--- config.mk ---
export PLATFORM = sky130hd
export DESIGN_NAME = sdram_arbiter_flat
export DESIGN_NICKNAME = d
export VERILOG_FILES = /design/src/rtl/sdram_pkg.sv /design/src/rtl/sdram_arbiter_if.sv /design/src/rtl/sdram_arbiter_txn_tracker.sv /design/src/rtl/sdram_arbiter.sv /design/src/flat_wrapper.sv
export SDC_FILE = /design/constraint.sdc
export NUM_CORES = 1
export LEC_CHECK = 0
export ABC_AREA = 1
export BUFFER_PORTS_ARGS = -buffer_cell sky130_fd_sc_hd__buf_2
export CELL_PAD_IN_SITES_DETAIL_PLACEMENT = 0
export CELL_PAD_IN_SITES_GLOBAL_PLACEMENT = 1
export CORE_ASPECT_RATIO = 1.25
export CORE_MARGIN = 4
export CORE_UTILIZATION = 25
export CTS_BUF_LIST = sky130_fd_sc_hd__clkbuf_2
export DETAILED_ROUTE_END_ITERATION = 12
export PLACE_DENSITY = 0.81
export RECOVER_POWER = 25
export REMOVE_ABC_BUFFERS = 1
export SLEW_MARGIN = 0
export SYNTH_ARGS = -nofsm -noshare
export SYNTH_HDL_FRONTEND = slang
export SYNTH_SLANG_ARGS = --single-unit
--- constraint.sdc ---
create_clock -name i_Clk -period 2.6 [get_ports i_Clk]
set_input_delay 0.52 -clock i_Clk [delete_from_list [all_inputs] [get_ports i_Clk]]
set_output_delay 0.52 -clock i_Clk [all_outputs]
set_load 0.01 [all_outputs]
--- src/rtl/sdram_pkg.sv ---
// ---------------------------------------------------------------------------
// sdram_pkg
// Shared definitions for the SDRAM command-port arbiter:
//   - bus widths of the as4c4m32s_controller command port
//   - command encodings (code 3 is reserved and behaves as NOP)
//   - owner encodings as reported on o_Owner
//   - arbiter FSM state enum
// ---------------------------------------------------------------------------
package sdram_pkg;

    localparam int CMD_W  = 2;
    localparam int ADDR_W = 22;
    localparam int DATA_W = 32;

    typedef enum logic [1:0] {
        CMD_NOP   = 2'd0,
        CMD_READ  = 2'd1,
        CMD_WRITE = 2'd2,
        CMD_RSVD  = 2'd3
    } cmd_e;

    typedef enum logic [1:0] {
        OWNER_INIT = 2'd0,
        OWNER_FR   = 2'd1,
        OWNER_PR   = 2'd2,
        OWNER_NONE = 2'd3
    } owner_e;

    typedef enum logic [1:0] {
        ST_INIT,
        ST_IDLE,
        ST_OWN,
        ST_WAIT
    } state_e;

    // The reserved code must never reach the controller as anything but NOP.
    function automatic logic [CMD_W-1:0] cmd_sanitize(input logic [CMD_W-1:0] cmd);
        return (cmd == CMD_RSVD) ? CMD_NOP : cmd;
    endfunction

    function automatic logic cmd_is_active(input logic [CMD_W-1:0] cmd);
        return (cmd == CMD_READ) || (cmd == CMD_WRITE);
    endfunction

endpackage

--- src/rtl/sdram_arbiter_if.sv ---
// ---------------------------------------------------------------------------
// sdram_arbiter_if
// Bundles every requester, controller and status signal of the arbiter.
//   modport slave  : the arbiter side (sdram_arbiter)
//   modport master : the environment side (requesters + controller model)
// Clock and reset are kept outside the interface.
// ---------------------------------------------------------------------------
interface sdram_arbiter_if;
    import sdram_pkg::*;

    // Memory initializer
    logic              i_SDRAM_Initialized;
    logic [CMD_W-1:0]  i_MI_Command;
    logic [ADDR_W-1:0] i_MI_Data_Address;
    logic [DATA_W-1:0] i_MI_Data_Write;
    // Frame reader
    logic              i_FR_Request;
    logic [CMD_W-1:0]  i_FR_Command;
    logic [ADDR_W-1:0] i_FR_Data_Address;
    // Fractal processor
    logic              i_PR_Request;
    logic [CMD_W-1:0]  i_PR_Command;
    logic [ADDR_W-1:0] i_PR_Data_Address;
    logic [DATA_W-1:0] i_PR_Data_Write;
    // Controller completion strobes
    logic              i_Data_Read_Valid;
    logic              i_Data_Write_Done;
    // Arbiter outputs
    logic              o_FR_Grant;
    logic              o_PR_Grant;
    logic [CMD_W-1:0]  o_Command;
    logic [ADDR_W-1:0] o_Data_Address;
    logic [DATA_W-1:0] o_Data_Write;
    logic [1:0]        o_Owner;
    logic              o_Error;

    modport slave (
        input  i_SDRAM_Initialized, i_MI_Command, i_MI_Data_Address, i_MI_Data_Write,
        input  i_FR_Request, i_FR_Command, i_FR_Data_Address,
        input  i_PR_Request, i_PR_Command, i_PR_Data_Address, i_PR_Data_Write,
        input  i_Data_Read_Valid, i_Data_Write_Done,
        output o_FR_Grant, o_PR_Grant, o_Command, o_Data_Address, o_Data_Write,
        output o_Owner, o_Error
    );

    modport master (
        output i_SDRAM_Initialized, i_MI_Command, i_MI_Data_Address, i_MI_Data_Write,
        output i_FR_Request, i_FR_Command, i_FR_Data_Address,
        output i_PR_Request, i_PR_Command, i_PR_Data_Address, i_PR_Data_Write,
        output i_Data_Read_Valid, i_Data_Write_Done,
        input  o_FR_Grant, o_PR_Grant, o_Command, o_Data_Address, o_Data_Write,
        input  o_Owner, o_Error
    );

endinterface

--- src/rtl/sdram_arbiter_txn_tracker.sv ---
// ---------------------------------------------------------------------------
// txn_tracker
// Follows one outstanding SDRAM transaction from issue to completion.
//   clk, srst        : clock, synchronous active-high reset
//   start            : a command is being issued this cycle (latch type)
//   start_read       : issued command is a READ (else WRITE)
//   active           : arbiter is in WAIT; strobes are ignored otherwise
//   data_read_valid  : one beat of read data from the controller
//   data_write_done  : write completion from the controller
//   done             : transaction completes this cycle
//   timeout          : WAIT has lasted TIMEOUT_CYCLES cycles without done
// ---------------------------------------------------------------------------
module txn_tracker #(
    parameter int READ_BURST_LENGTH = 8,
    parameter int TIMEOUT_CYCLES    = 1024
) (
    input  logic clk,
    input  logic srst,
    input  logic start,
    input  logic start_read,
    input  logic active,
    input  logic data_read_valid,
    input  logic data_write_done,
    output logic done,
    output logic timeout
);

    localparam int BURST_W = (READ_BURST_LENGTH > 1) ? $clog2(READ_BURST_LENGTH) : 1;
    localparam int TO_W    = (TIMEOUT_CYCLES > 1) ? $clog2(TIMEOUT_CYCLES) : 1;
    localparam logic [BURST_W-1:0] BURST_LAST = BURST_W'(READ_BURST_LENGTH - 1);
    localparam logic [TO_W-1:0]    TO_LAST    = TO_W'(TIMEOUT_CYCLES - 1);

    logic               is_read_q,   is_read_d;
    logic [BURST_W-1:0] burst_cnt_q, burst_cnt_d;
    logic [TO_W-1:0]    wait_cnt_q,  wait_cnt_d;
    logic               read_beat;

    // Strobes that do not match the latched type are simply not counted.
    assign read_beat = active && is_read_q && data_read_valid;
    assign done      = (read_beat && (burst_cnt_q == BURST_LAST))
                     || (active && !is_read_q && data_write_done);
    // A completion in the very last allowed cycle wins over the timeout.
    assign timeout   = active && !done && (wait_cnt_q == TO_LAST);

    always_comb begin
        is_read_d   = is_read_q;
        burst_cnt_d = burst_cnt_q;
        wait_cnt_d  = wait_cnt_q;
        if (start) begin
            is_read_d   = start_read;
            burst_cnt_d = '0;
            wait_cnt_d  = '0;
        end else if (active) begin
            if (read_beat) begin
                burst_cnt_d = burst_cnt_q + BURST_W'(1);
            end
            if (wait_cnt_q != TO_LAST) begin
                wait_cnt_d = wait_cnt_q + TO_W'(1);
            end
        end
    end

    always_ff @(posedge clk) begin
        if (srst) begin
            is_read_q   <= 1'b0;
            burst_cnt_q <= '0;
            wait_cnt_q  <= '0;
        end else begin
            is_read_q   <= is_read_d;
            burst_cnt_q <= burst_cnt_d;
            wait_cnt_q  <= wait_cnt_d;
        end
    end

endmodule

--- src/rtl/sdram_arbiter.sv ---
// ---------------------------------------------------------------------------
// sdram_arbiter
// Shares the single as4c4m32s_controller command port between the memory
// initializer, the frame reader and the fractal processor (MEM_CLK domain).
//   i_Clk   : MEM_CLK
//   i_Reset : synchronous, active-high
//   bus     : sdram_arbiter_if.slave -- requester commands/addresses/data,
//             request/grant handshakes, controller strobes, o_Owner, o_Error
// Flow: INIT (initializer passthrough) -> IDLE (arbitrate) -> OWN (owner's
// command passes through) -> WAIT (track completion) -> IDLE.
// ---------------------------------------------------------------------------
module sdram_arbiter
    import sdram_pkg::*;
#(
    parameter int READ_BURST_LENGTH = 8,
    parameter int FR_MAX_TXNS       = 4,
    parameter int TIMEOUT_CYCLES    = 1024
) (
    input  logic           i_Clk,
    input  logic           i_Reset,
    sdram_arbiter_if.slave bus
);

    localparam int STREAK_W = $clog2(FR_MAX_TXNS + 1);
    localparam logic [STREAK_W-1:0] STREAK_MAX = STREAK_W'(FR_MAX_TXNS);

    state_e              state_q,     state_d;
    owner_e              owner_q,     owner_d;
    logic                fr_grant_q,  fr_grant_d;
    logic                pr_grant_q,  pr_grant_d;
    logic                error_q,     error_d;
    logic [STREAK_W-1:0] fr_streak_q, fr_streak_d;

    // Current owner's view of its requester port.
    logic              own_req;
    logic [CMD_W-1:0]  own_cmd;
    logic [ADDR_W-1:0] own_addr;
    logic [DATA_W-1:0] own_wdata;
    logic              own_issue;
    logic              pr_wins;

    logic              txn_done;
    logic              txn_timeout;

    logic [CMD_W-1:0]  cmd_out;
    logic [ADDR_W-1:0] addr_out;
    logic [DATA_W-1:0] wdata_out;

    always_comb begin
        own_req   = 1'b0;
        own_cmd   = CMD_NOP;
        own_addr  = '0;
        own_wdata = '0;
        case (owner_q)
            OWNER_FR: begin
                own_req  = bus.i_FR_Request;
                own_cmd  = bus.i_FR_Command;
                own_addr = bus.i_FR_Data_Address;
            end
            OWNER_PR: begin
                own_req   = bus.i_PR_Request;
                own_cmd   = bus.i_PR_Command;
                own_addr  = bus.i_PR_Data_Address;
                own_wdata = bus.i_PR_Data_Write;
            end
            default: ;
        endcase
    end

    assign own_issue = (state_q == ST_OWN) && cmd_is_active(own_cmd);
    // Processor jumps the queue only once the frame reader has used its quota.
    assign pr_wins   = bus.i_PR_Request && (fr_streak_q >= STREAK_MAX);

    txn_tracker #(
        .READ_BURST_LENGTH (READ_BURST_LENGTH),
        .TIMEOUT_CYCLES    (TIMEOUT_CYCLES)
    ) u_txn_tracker (
        .clk             (i_Clk),
        .srst            (i_Reset),
        .start           (own_issue),
        .start_read      (own_cmd == CMD_READ),
        .active          (state_q == ST_WAIT),
        .data_read_valid (bus.i_Data_Read_Valid),
        .data_write_done (bus.i_Data_Write_Done),
        .done            (txn_done),
        .timeout         (txn_timeout)
    );

    // Command port mux: only INIT and OWN ever forward a non-NOP command.
    always_comb begin
        cmd_out   = CMD_NOP;
        addr_out  = '0;
        wdata_out = '0;
        case (state_q)
            ST_INIT: begin
                cmd_out   = cmd_sanitize(bus.i_MI_Command);
                addr_out  = bus.i_MI_Data_Address;
                wdata_out = bus.i_MI_Data_Write;
            end
            ST_OWN: begin
                cmd_out   = cmd_sanitize(own_cmd);
                addr_out  = own_addr;
                wdata_out = own_wdata;
            end
            default: ;
        endcase
    end

    always_comb begin
        state_d     = state_q;
        owner_d     = owner_q;
        fr_grant_d  = fr_grant_q;
        pr_grant_d  = pr_grant_q;
        error_d     = error_q;
        fr_streak_d = fr_streak_q;
        case (state_q)
            ST_INIT: begin
                if (bus.i_SDRAM_Initialized) begin
                    state_d = ST_IDLE;
                    owner_d = OWNER_NONE;
                end
            end
            ST_IDLE: begin
                if (bus.i_FR_Request && !pr_wins) begin
                    state_d    = ST_OWN;
                    owner_d    = OWNER_FR;
                    fr_grant_d = 1'b1;
                end else if (bus.i_PR_Request) begin
                    state_d    = ST_OWN;
                    owner_d    = OWNER_PR;
                    pr_grant_d = 1'b1;
                end
            end
            ST_OWN: begin
                // An issued command is honoured even if the request drops with it.
                if (own_issue) begin
                    state_d = ST_WAIT;
                end else if (!own_req) begin
                    state_d    = ST_IDLE;
                    owner_d    = OWNER_NONE;
                    fr_grant_d = 1'b0;
                    pr_grant_d = 1'b0;
                end
            end
            ST_WAIT: begin
                if (txn_done || txn_timeout) begin
                    state_d    = ST_IDLE;
                    owner_d    = OWNER_NONE;
                    fr_grant_d = 1'b0;
                    pr_grant_d = 1'b0;
                end
                if (txn_done) begin
                    if (owner_q == OWNER_PR) begin
                        fr_streak_d = '0;
                    end else if (fr_streak_q < STREAK_MAX) begin
                        fr_streak_d = fr_streak_q + STREAK_W'(1);
                    end
                end else if (txn_timeout) begin
                    error_d = 1'b1;
                end
            end
            default: begin
                state_d = ST_INIT;
            end
        endcase
        // Fairness only matters while the processor is actually waiting.
        if (!bus.i_PR_Request) begin
            fr_streak_d = '0;
        end
    end

    always_ff @(posedge i_Clk) begin
        if (i_Reset) begin
            state_q     <= ST_INIT;
            owner_q     <= OWNER_INIT;
            fr_grant_q  <= 1'b0;
            pr_grant_q  <= 1'b0;
            error_q     <= 1'b0;
            fr_streak_q <= '0;
        end else begin
            state_q     <= state_d;
            owner_q     <= owner_d;
            fr_grant_q  <= fr_grant_d;
            pr_grant_q  <= pr_grant_d;
            error_q     <= error_d;
            fr_streak_q <= fr_streak_d;
        end
    end

    assign bus.o_FR_Grant     = fr_grant_q;
    assign bus.o_PR_Grant     = pr_grant_q;
    assign bus.o_Owner        = owner_q;
    assign bus.o_Error        = error_q;
    assign bus.o_Command      = cmd_out;
    assign bus.o_Data_Address = addr_out;
    assign bus.o_Data_Write   = wdata_out;

endmodule

--- src/flat_wrapper.sv ---
// flat-port wrapper written by rule: the top's interface ports become plain ports
module sdram_arbiter_flat import sdram_pkg::*;
#(
    parameter int READ_BURST_LENGTH = 8,
    parameter int FR_MAX_TXNS       = 4,
    parameter int TIMEOUT_CYCLES    = 1024
)
  (i_Clk, i_Reset, bus_i_SDRAM_Initialized, bus_i_MI_Command, bus_i_MI_Data_Address, bus_i_MI_Data_Write, bus_i_FR_Request, bus_i_FR_Command, bus_i_FR_Data_Address, bus_i_PR_Request, bus_i_PR_Command, bus_i_PR_Data_Address, bus_i_PR_Data_Write, bus_i_Data_Read_Valid, bus_i_Data_Write_Done, bus_o_FR_Grant, bus_o_PR_Grant, bus_o_Command, bus_o_Data_Address, bus_o_Data_Write, bus_o_Owner, bus_o_Error);
  sdram_arbiter_if bus_i ();
  input  logic i_Clk;
  input  logic i_Reset;
  input wire logic [$bits(bus_i.i_SDRAM_Initialized)-1:0] bus_i_SDRAM_Initialized;
  input wire logic [$bits(bus_i.i_MI_Command)-1:0] bus_i_MI_Command;
  input wire logic [$bits(bus_i.i_MI_Data_Address)-1:0] bus_i_MI_Data_Address;
  input wire logic [$bits(bus_i.i_MI_Data_Write)-1:0] bus_i_MI_Data_Write;
  input wire logic [$bits(bus_i.i_FR_Request)-1:0] bus_i_FR_Request;
  input wire logic [$bits(bus_i.i_FR_Command)-1:0] bus_i_FR_Command;
  input wire logic [$bits(bus_i.i_FR_Data_Address)-1:0] bus_i_FR_Data_Address;
  input wire logic [$bits(bus_i.i_PR_Request)-1:0] bus_i_PR_Request;
  input wire logic [$bits(bus_i.i_PR_Command)-1:0] bus_i_PR_Command;
  input wire logic [$bits(bus_i.i_PR_Data_Address)-1:0] bus_i_PR_Data_Address;
  input wire logic [$bits(bus_i.i_PR_Data_Write)-1:0] bus_i_PR_Data_Write;
  input wire logic [$bits(bus_i.i_Data_Read_Valid)-1:0] bus_i_Data_Read_Valid;
  input wire logic [$bits(bus_i.i_Data_Write_Done)-1:0] bus_i_Data_Write_Done;
  output wire logic [$bits(bus_i.o_FR_Grant)-1:0] bus_o_FR_Grant;
  output wire logic [$bits(bus_i.o_PR_Grant)-1:0] bus_o_PR_Grant;
  output wire logic [$bits(bus_i.o_Command)-1:0] bus_o_Command;
  output wire logic [$bits(bus_i.o_Data_Address)-1:0] bus_o_Data_Address;
  output wire logic [$bits(bus_i.o_Data_Write)-1:0] bus_o_Data_Write;
  output wire logic [$bits(bus_i.o_Owner)-1:0] bus_o_Owner;
  output wire logic [$bits(bus_i.o_Error)-1:0] bus_o_Error;
  assign bus_i.i_SDRAM_Initialized = bus_i_SDRAM_Initialized;
  assign bus_i.i_MI_Command = bus_i_MI_Command;
  assign bus_i.i_MI_Data_Address = bus_i_MI_Data_Address;
  assign bus_i.i_MI_Data_Write = bus_i_MI_Data_Write;
  assign bus_i.i_FR_Request = bus_i_FR_Request;
  assign bus_i.i_FR_Command = bus_i_FR_Command;
  assign bus_i.i_FR_Data_Address = bus_i_FR_Data_Address;
  assign bus_i.i_PR_Request = bus_i_PR_Request;
  assign bus_i.i_PR_Command = bus_i_PR_Command;
  assign bus_i.i_PR_Data_Address = bus_i_PR_Data_Address;
  assign bus_i.i_PR_Data_Write = bus_i_PR_Data_Write;
  assign bus_i.i_Data_Read_Valid = bus_i_Data_Read_Valid;
  assign bus_i.i_Data_Write_Done = bus_i_Data_Write_Done;
  assign bus_o_FR_Grant = bus_i.o_FR_Grant;
  assign bus_o_PR_Grant = bus_i.o_PR_Grant;
  assign bus_o_Command = bus_i.o_Command;
  assign bus_o_Data_Address = bus_i.o_Data_Address;
  assign bus_o_Data_Write = bus_i.o_Data_Write;
  assign bus_o_Owner = bus_i.o_Owner;
  assign bus_o_Error = bus_i.o_Error;
  sdram_arbiter #(.READ_BURST_LENGTH(READ_BURST_LENGTH), .FR_MAX_TXNS(FR_MAX_TXNS), .TIMEOUT_CYCLES(TIMEOUT_CYCLES)) u_core (.i_Clk(i_Clk), .i_Reset(i_Reset), .bus(bus_i));
endmodule
==> results of run 1 <==
[power groups by stage]
stage | registers [uW] | clock network [uW] | logic, uW
after floorplan | 472 | 0 | 1330
after global placement | 470 | 0 | 2170
after detailed placement | 473 | 0 | 2180
after CTS | 465 | 260 | 2190
after global routing | 475 | 276 | 2410
final | 466 | 253 | 2170
[flip-flops by register name, summed over array words and instances, names as in the netlist]
| register | flops |
|---|---|
| u_core.u_txn_tracker.wait_cnt_q | 10 |
| u_core.bus.o_FR_Grant | 1 |
| u_core.bus.o_Error | 1 |
| u_core.bus.o_Owner | 2 |
| u_core.bus.o_PR_Grant | 1 |
| u_core.state_q | 2 |
| u_core.u_txn_tracker.burst_cnt_q | 3 |
| u_core.fr_streak_q | 3 |
| u_core.u_txn_tracker.is_read_q | 1 |
[logic make-up after synthesis]
kind of cell | synth area share (%)
and+or+nand+nor | 20.78
AOI/OAI and AO/OA | 40.08
DFF | 21.17
buffers and inverters | 10.80
adders and majority gates | 7.167
[metal layers]
metal / global-route usage, % / vias to the layer above / part of all wire [%]
met2: 30.49 / 148 / 48
met3: 5.917 / 24 / 11
met1: 21.95 / 1390 / 40
met5: 0 / - / 0.34
met4: 4.497 / 6 / 1.8
li1: - / 1533 / -
[cells in the mapped netlist (3+ instances only)]
master | number | share of area (%)
a22o_1 | 46 | 18
nand2_1 | 41 | 6.8
a32o_1 | 33 | 15
inv_1 | 33 | 5.5
nor2_1 | 31 | 5.1
dfxtp_1 | 24 | 21
a21oi_1 | 20 | 4.4
nand3_1 | 16 | 3.5
clkbuf_1 | 15 | 2.5
ha_1 | 13 | 7.2
o21ai_0 | 9 | 2.0
buf_2 | 4 | 0.88
buf_1 | 3 | 0.50
nand3_2 | 3 | 1.3
nor2_2 | 3 | 0.83
nor3_1 | 3 | 0.66
[worst max-delay path, stage by stage, from the launching register on]
cell	delay, ps
dfxtp_2	410
inv_1	50
ha_1	200
a22o_1	220
nand2_1	80
inv_1	70
ha_1	190
a32o_1	230
buf_2	150
[final timing paths]
check | start | end | slack (ps)
setup / recovery | u_core.bus.o_Owner[1]$_SDFFE_PP0P_ | bus_o_Command[0] | 150
hold / removal | i_Reset | u_core.bus.o_Error$_SDFFE_PP0P_ | 340
setup reg to reg | u_core.bus.o_Owner[1]$_SDFFE_PP0P_ | u_core.u_txn_tracker.burst_cnt_q[2]$_SDFFE_PP0P_ | 510
hold reg to reg | u_core.u_txn_tracker.burst_cnt_q[1]$_SDFFE_PP0P_ | u_core.u_txn_tracker.burst_cnt_q[1]$_SDFFE_PP0P_ | 470
[cell type report]
type / instances / area, sq um / area share, %
well taps: 120 / 150.1 / 4.388
inverters: 36 / 135.1 / 3.949
clock inverters: 1 / 30.03 / 0.8775
flip-flops and latches: 24 / 483.0 / 14.11
clock buffers: 3 / 15.01 / 0.4388
repair buffers: 210 / 1065 / 31.12
multi-input cells: 231 / 1544 / 45.12
[stage by stage]
step | utilization (%) | cells | total power, uW | setup TNS [ps] | worst slack, ps
after floorplan | - | 291 | 1799 | -3078 | -223.1
after global placement | 38.67 | 621 | 2638 | 0 | 533.7
after detailed placement | 38.67 | 621 | 2650 | 0 | 487.8
after CTS | 39.19 | 625 | 2917 | 0 | 70.48
after global routing | 39.12 | 625 | 3158 | 0 | 17.75
final | 39.12 | 625 | 2893 | 0 | 148.3
[cells in the final DEF, fill, tap and decap left out, drive strengths merged]
cell,netlist,final
buf,9,206
a22o,46,46
nand2,43,43
inv,35,35
nor2,35,35
a32o,33,33
dfxtp,24,24
a21oi,20,20
nand3,19,19
ha,13,13
o21ai,11,11
clkbuf,15,7
nor3,3,3
nand4,2,2
nand3b,2,2
o31ai,1,1
o22ai,1,1
a21boi,1,1
or2,1,1
clkinv,1,1
bufinv,0,1
[timing repair]
item	CTS	global route
hold endpoints to repair	0	0
endpoints found under the setup margin	0	37
gates resized for setup	0	3
==> results.sh, run 1 <==
export IMPL_status="complete, no violations"
export IMPL_nets=662
export IMPL_max_freq_mhz=407.9
export IMPL_swShare_pct=49.41
export IMPL_synth_edf_count=0
export IMPL_grt_max_degree=51
export IMPL_finalWirelength_um=10250
export IMPL_syn_cell_area_sq_mm=0.002270
export IMPL_grt_total_usage_pct=18.03
export IMPL_htree_levels=1
export IMPL_power_internal_uw=1464
export IMPL_timing_slew_headroom_pct=74.79
export IMPL_leakage_uw=0.001746
export IMPL_antenna_found_initial=3
export IMPL_ff2ff_path_depth=11
export IMPL_port_buffers=203
export IMPL_clkPwrFrac_pct=8.7
export IMPL_comb_power_share_pct=75.1
export IMPL_hold_viol=0
export IMPL_rsz0062_at_grt="false"
export IMPL_die_y_um=114.5
export IMPL_synth_distinct_cells=28
export IMPL_dieWidth_um=93.23
export IMPL_grt_pass1_vias=2997
export IMPL_drive_gt1_share_pct=44.55
export IMPL_switching_power_uw=1429
export IMPL_cts_hold_buf=0
export IMPL_grt_overflow=0
export IMPL_power_frac_seq_pct=16.1
export IMPL_core_area_sq_mm=0.008748
export IMPL_crit_path_end_kind="primary output"
export IMPL_initial_core_util_pct=25.94
export IMPL_clk_pin_slew_ps=240
export IMPL_dp_hpwl_um=8414
export IMPL_via_count=3101
export IMPL_tritoncts="built"
export IMPL_setup_viol=0
export IMPL_hold_depth=2
export IMPL_max_cap_violations=0
export IMPL_clk_latency_ps=350
export IMPL_seq_area_frac_synth_pct=21.17
export IMPL_design_area_sq_mm=0.003422
export IMPL_ys_ff_latch=24
export IMPL_crit_required_ps=2080
export IMPL_postPlaceCellArea_sq_mm=0.003383
export IMPL_irDropWorstVdd_v=0.0005059
export IMPL_async_flop_share_pct=0
export IMPL_synthFlopType="dfxtp_1"
export IMPL_place_gp_congestion=0.8288
export IMPL_dr_first_iter_drc_count=142
export IMPL_cts_sinks=24
export IMPL_fin_crit_sh_pct=94.30
export IMPL_syn_to_final_growth_pct=50.77
export IMPL_fill_cells=976
export IMPL_path_max_fanout=4
export IMPL_power_density_mw_per_mm2=845.4
export IMPL_wl_per_cell_um=16.40
export IMPL_synthCells=315
export IMPL_arrival_ps=1930
export IMPL_cts_root_buf="clkbuf_2"
export IMPL_insertedDiodeCount=0
export IMPL_min_period_ps=2452
export IMPL_postRouteAntennaNets=0
export IMPL_grt_pass1_wl_um=15520
export IMPL_cts_buffers=3
export IMPL_skew_ps=6.119
export IMPL_setup_worst_path_class="reg2out"
export IMPL_critPathLaunchType="flop"
export IMPL_die_area_sq_mm=0.01068
export IMPL_dr_pass1_iters=4
export IMPL_ys_warn_count=0
export IMPL_holdCritPathClass="in2reg"
export IMPL_post_cts_buffers=0
export IMPL_via_per_inst=4.962
export IMPL_rows=38
export IMPL_worst_pin_slew_ps=378.2
export IMPL_clockBufferDepth=2
export IMPL_holdWs_ps=343.5
export IMPL_drt_drc_violations_left=0
export IMPL_maxSlewViolCount=0
export IMPL_syn_avg_cell_area_sq_um=7.205
export IMPL_pin_count=204
No activity file was read; power rests on OpenSTA's default activity.
==> run 2, diff against run 1 <==
- clock period: 2.6 -> 2.52 ns (I/O delays scaled with it)
==> results.sh, run 2 (synthesis results as in run 1) <==
export IMPL_drive_gt1_share_pct=45.17
export IMPL_dieWidth_um=93.23
export IMPL_reg2reg_from="u_core.bus.o_Owner[0]$_SDFFE_PP0P_"
export IMPL_tritoncts="built"
export IMPL_fill_cells=989
export IMPL_rsz0062_at_grt="false"
export IMPL_syn_to_final_growth_pct=51.38
export IMPL_cts_sinks=24
export IMPL_path_max_fanout=3
export IMPL_grt_pass1_wl_um=15280
export IMPL_cts_buffers=3
export IMPL_top_register="u_core.u_txn_tracker.wait_cnt_q"
export IMPL_core_area_sq_mm=0.008748
export IMPL_max_freq_mhz=417.2
export IMPL_reg_top3="u_core.u_txn_tracker.wait_cnt_q (10), u_core.fr_streak_q (3), u_core.u_txn_tracker.burst_cnt_q (3)"
export IMPL_power_density_mw_per_mm2=861.3
export IMPL_via_count=3132
export IMPL_initial_core_util_pct=25.94
export IMPL_clockBufferDepth=2
export IMPL_grt_overflow=0
export IMPL_pin_count=204
export IMPL_clk_pin_slew_ps=230
export IMPL_wl_per_cell_um=16.30
export IMPL_die_area_sq_mm=0.01068
export IMPL_design_area_sq_mm=0.003436
export IMPL_hold_end="u_core.bus.o_Error$_SDFFE_PP0P_"
export IMPL_nets=664
export IMPL_fin_crit_sh_pct=95.12
export IMPL_finalWirelength_um=10220
export IMPL_dr_pass1_iters=4
export IMPL_postPlaceCellArea_sq_mm=0.003396
export IMPL_arrival_ps=1890
export IMPL_clk_latency_ps=350
export IMPL_r2r_slack_ps=380
export IMPL_via_per_inst=4.995
export IMPL_holdWs_ps=354.3
export IMPL_place_gp_congestion=0.8172
export IMPL_hp_start="i_Reset"
export IMPL_cts_root_buf="clkbuf_2"
export IMPL_min_period_ps=2397
export IMPL_layout_common_cells="buf_2, a22o_1, nand2_1, inv_1, a32o_1"
export IMPL_maxSlewViolCount=0
export IMPL_grt_total_usage_pct=17.74
export IMPL_insertedDiodeCount=0
export IMPL_irDropWorstVdd_v=0.0003855
export IMPL_port_buffers=203
export IMPL_setup_viol=0
export IMPL_grt_max_degree=51
export IMPL_dp_hpwl_um=8314
export IMPL_timing_slew_headroom_pct=74.92
export IMPL_setup_worst_path_class="reg2out"
export IMPL_ff2ff_path_depth=11
export IMPL_htree_levels=1
export IMPL_dr_first_iter_drc_count=196
export IMPL_drt_drc_violations_left=0
export IMPL_antenna_found_initial=1
export IMPL_worst_pin_slew_ps=372.3
export IMPL_hold_viol=0
export IMPL_hold_depth=2
export IMPL_largest_register_ffs=10
export IMPL_die_y_um=114.5
export IMPL_leakage_uw=0.001754
export IMPL_postLayoutCoreUtil_pct=39.27
export IMPL_skew_ps=7.217
export IMPL_holdCritPathClass="in2reg"
export IMPL_cts_hold_buf=0
export IMPL_status="complete, no violations"
export IMPL_critPathLaunchType="flop"
export IMPL_rows=38
export IMPL_grt_pass1_vias=2910
export IMPL_postRouteAntennaNets=0
export IMPL_crit_required_ps=2020
export IMPL_max_cap_violations=0
export IMPL_layout_commonest_cell="buf_2"
export IMPL_crit_path_end_kind="primary output"
export IMPL_reg2reg_to="u_core.u_txn_tracker.wait_cnt_q[3]$_SDFFE_PP0P_"
-- run 2: changes by cell type in the layout (fill, tap and decap cells not counted), sizes merged --
cell    before  now
bufinv       1    0
buf        206  208
clkinv       1    2
-- run 2: critical path, cell delays in order (launching register included) --
cell     delay (ps)
dfxtp_2         390
inv_1            40
ha_2            170
a22o_1          240
nand2_2          70
inv_1            60
ha_1            190
a32o_2          240
buf_6           120
-- run 2: how the worst max path moves through the flow --
stage | start | to | slack, ps
after detailed placement | u_core.bus.o_Owner[1]$_SDFFE_PP0P_ | bus_o_Command[0] | 440
after global routing | u_core.bus.o_Owner[1]$_SDFFE_PP0P_ | bus_o_Command[0] | 7
after CTS | u_core.bus.o_Owner[0]$_SDFFE_PP0P_ | bus_o_Command[0] | 20
final | u_core.bus.o_Owner[1]$_SDFFE_PP0P_ | bus_o_Command[0] | 120
after floorplan | u_core.bus.o_Owner[1]$_SDFFE_PP0P_ | u_core.bus.o_FR_Grant$_SDFFE_PP0P_ | -300
after global placement | bus_i_FR_Command[0] | bus_o_Command[0] | 480
-- run 2: metal layers --
metal  part of all wire, %  global-route usage (%)  vias up
li1                      -                       -     1540
met4                   1.9                   4.497        2
met1                    42                   23.33     1430
met2                    46                   29.34      145
met3                   9.4                   3.813       15
met5                  0.13                       0        -
-- run 2: repair_timing --
action / 4_1_cts / 5_1_grt
gates cloned: 0 / 0
pin swaps: 0 / 2
setup buffers: 0 / 2
gates resized for setup: 1 / 6
endpoints found under the setup margin: 1 / 28
-- run 2: where the power goes --
| group | internal (uW) | leakage, uW | total (uW) | switching [uW] |
|---|---|---|---|---|
| sequential | 435 | 0.000195 | 475 | 40.5 |
| combinational | 991 | 0.00154 | 2330 | 1340 |
| clock | 34.5 | 0.0000140 | 156 | 122 |
| total | 1460 | 0.00175 | 2960 | 1500 |
-- run 2: final cells by class --
cell class	count	area, sq um	share of cell area [%]
Clock inverter	1	3.754	0.1092
Timing Repair Buffer	212	1099	31.97
Tap cell	120	150.1	4.370
Inverter	36	135.1	3.933
Multi-Input combinational cell	231	1550	45.12
Clock buffer	3	15.01	0.4370
Sequential cell	24	483.0	14.06
-- run 2: per-stage QoR --
stage               setup slack (ps)  TNS (ps)  total power [uW]  instances
global route                   6.525         0              3182        627
floorplan                     -303.1     -4806              1856        291
detailed placement             442.1         0              2767        621
CTS                            22.85         0              2942        625
global placement               476.7         0              2749        621
finish                         123.1         0              2959        627
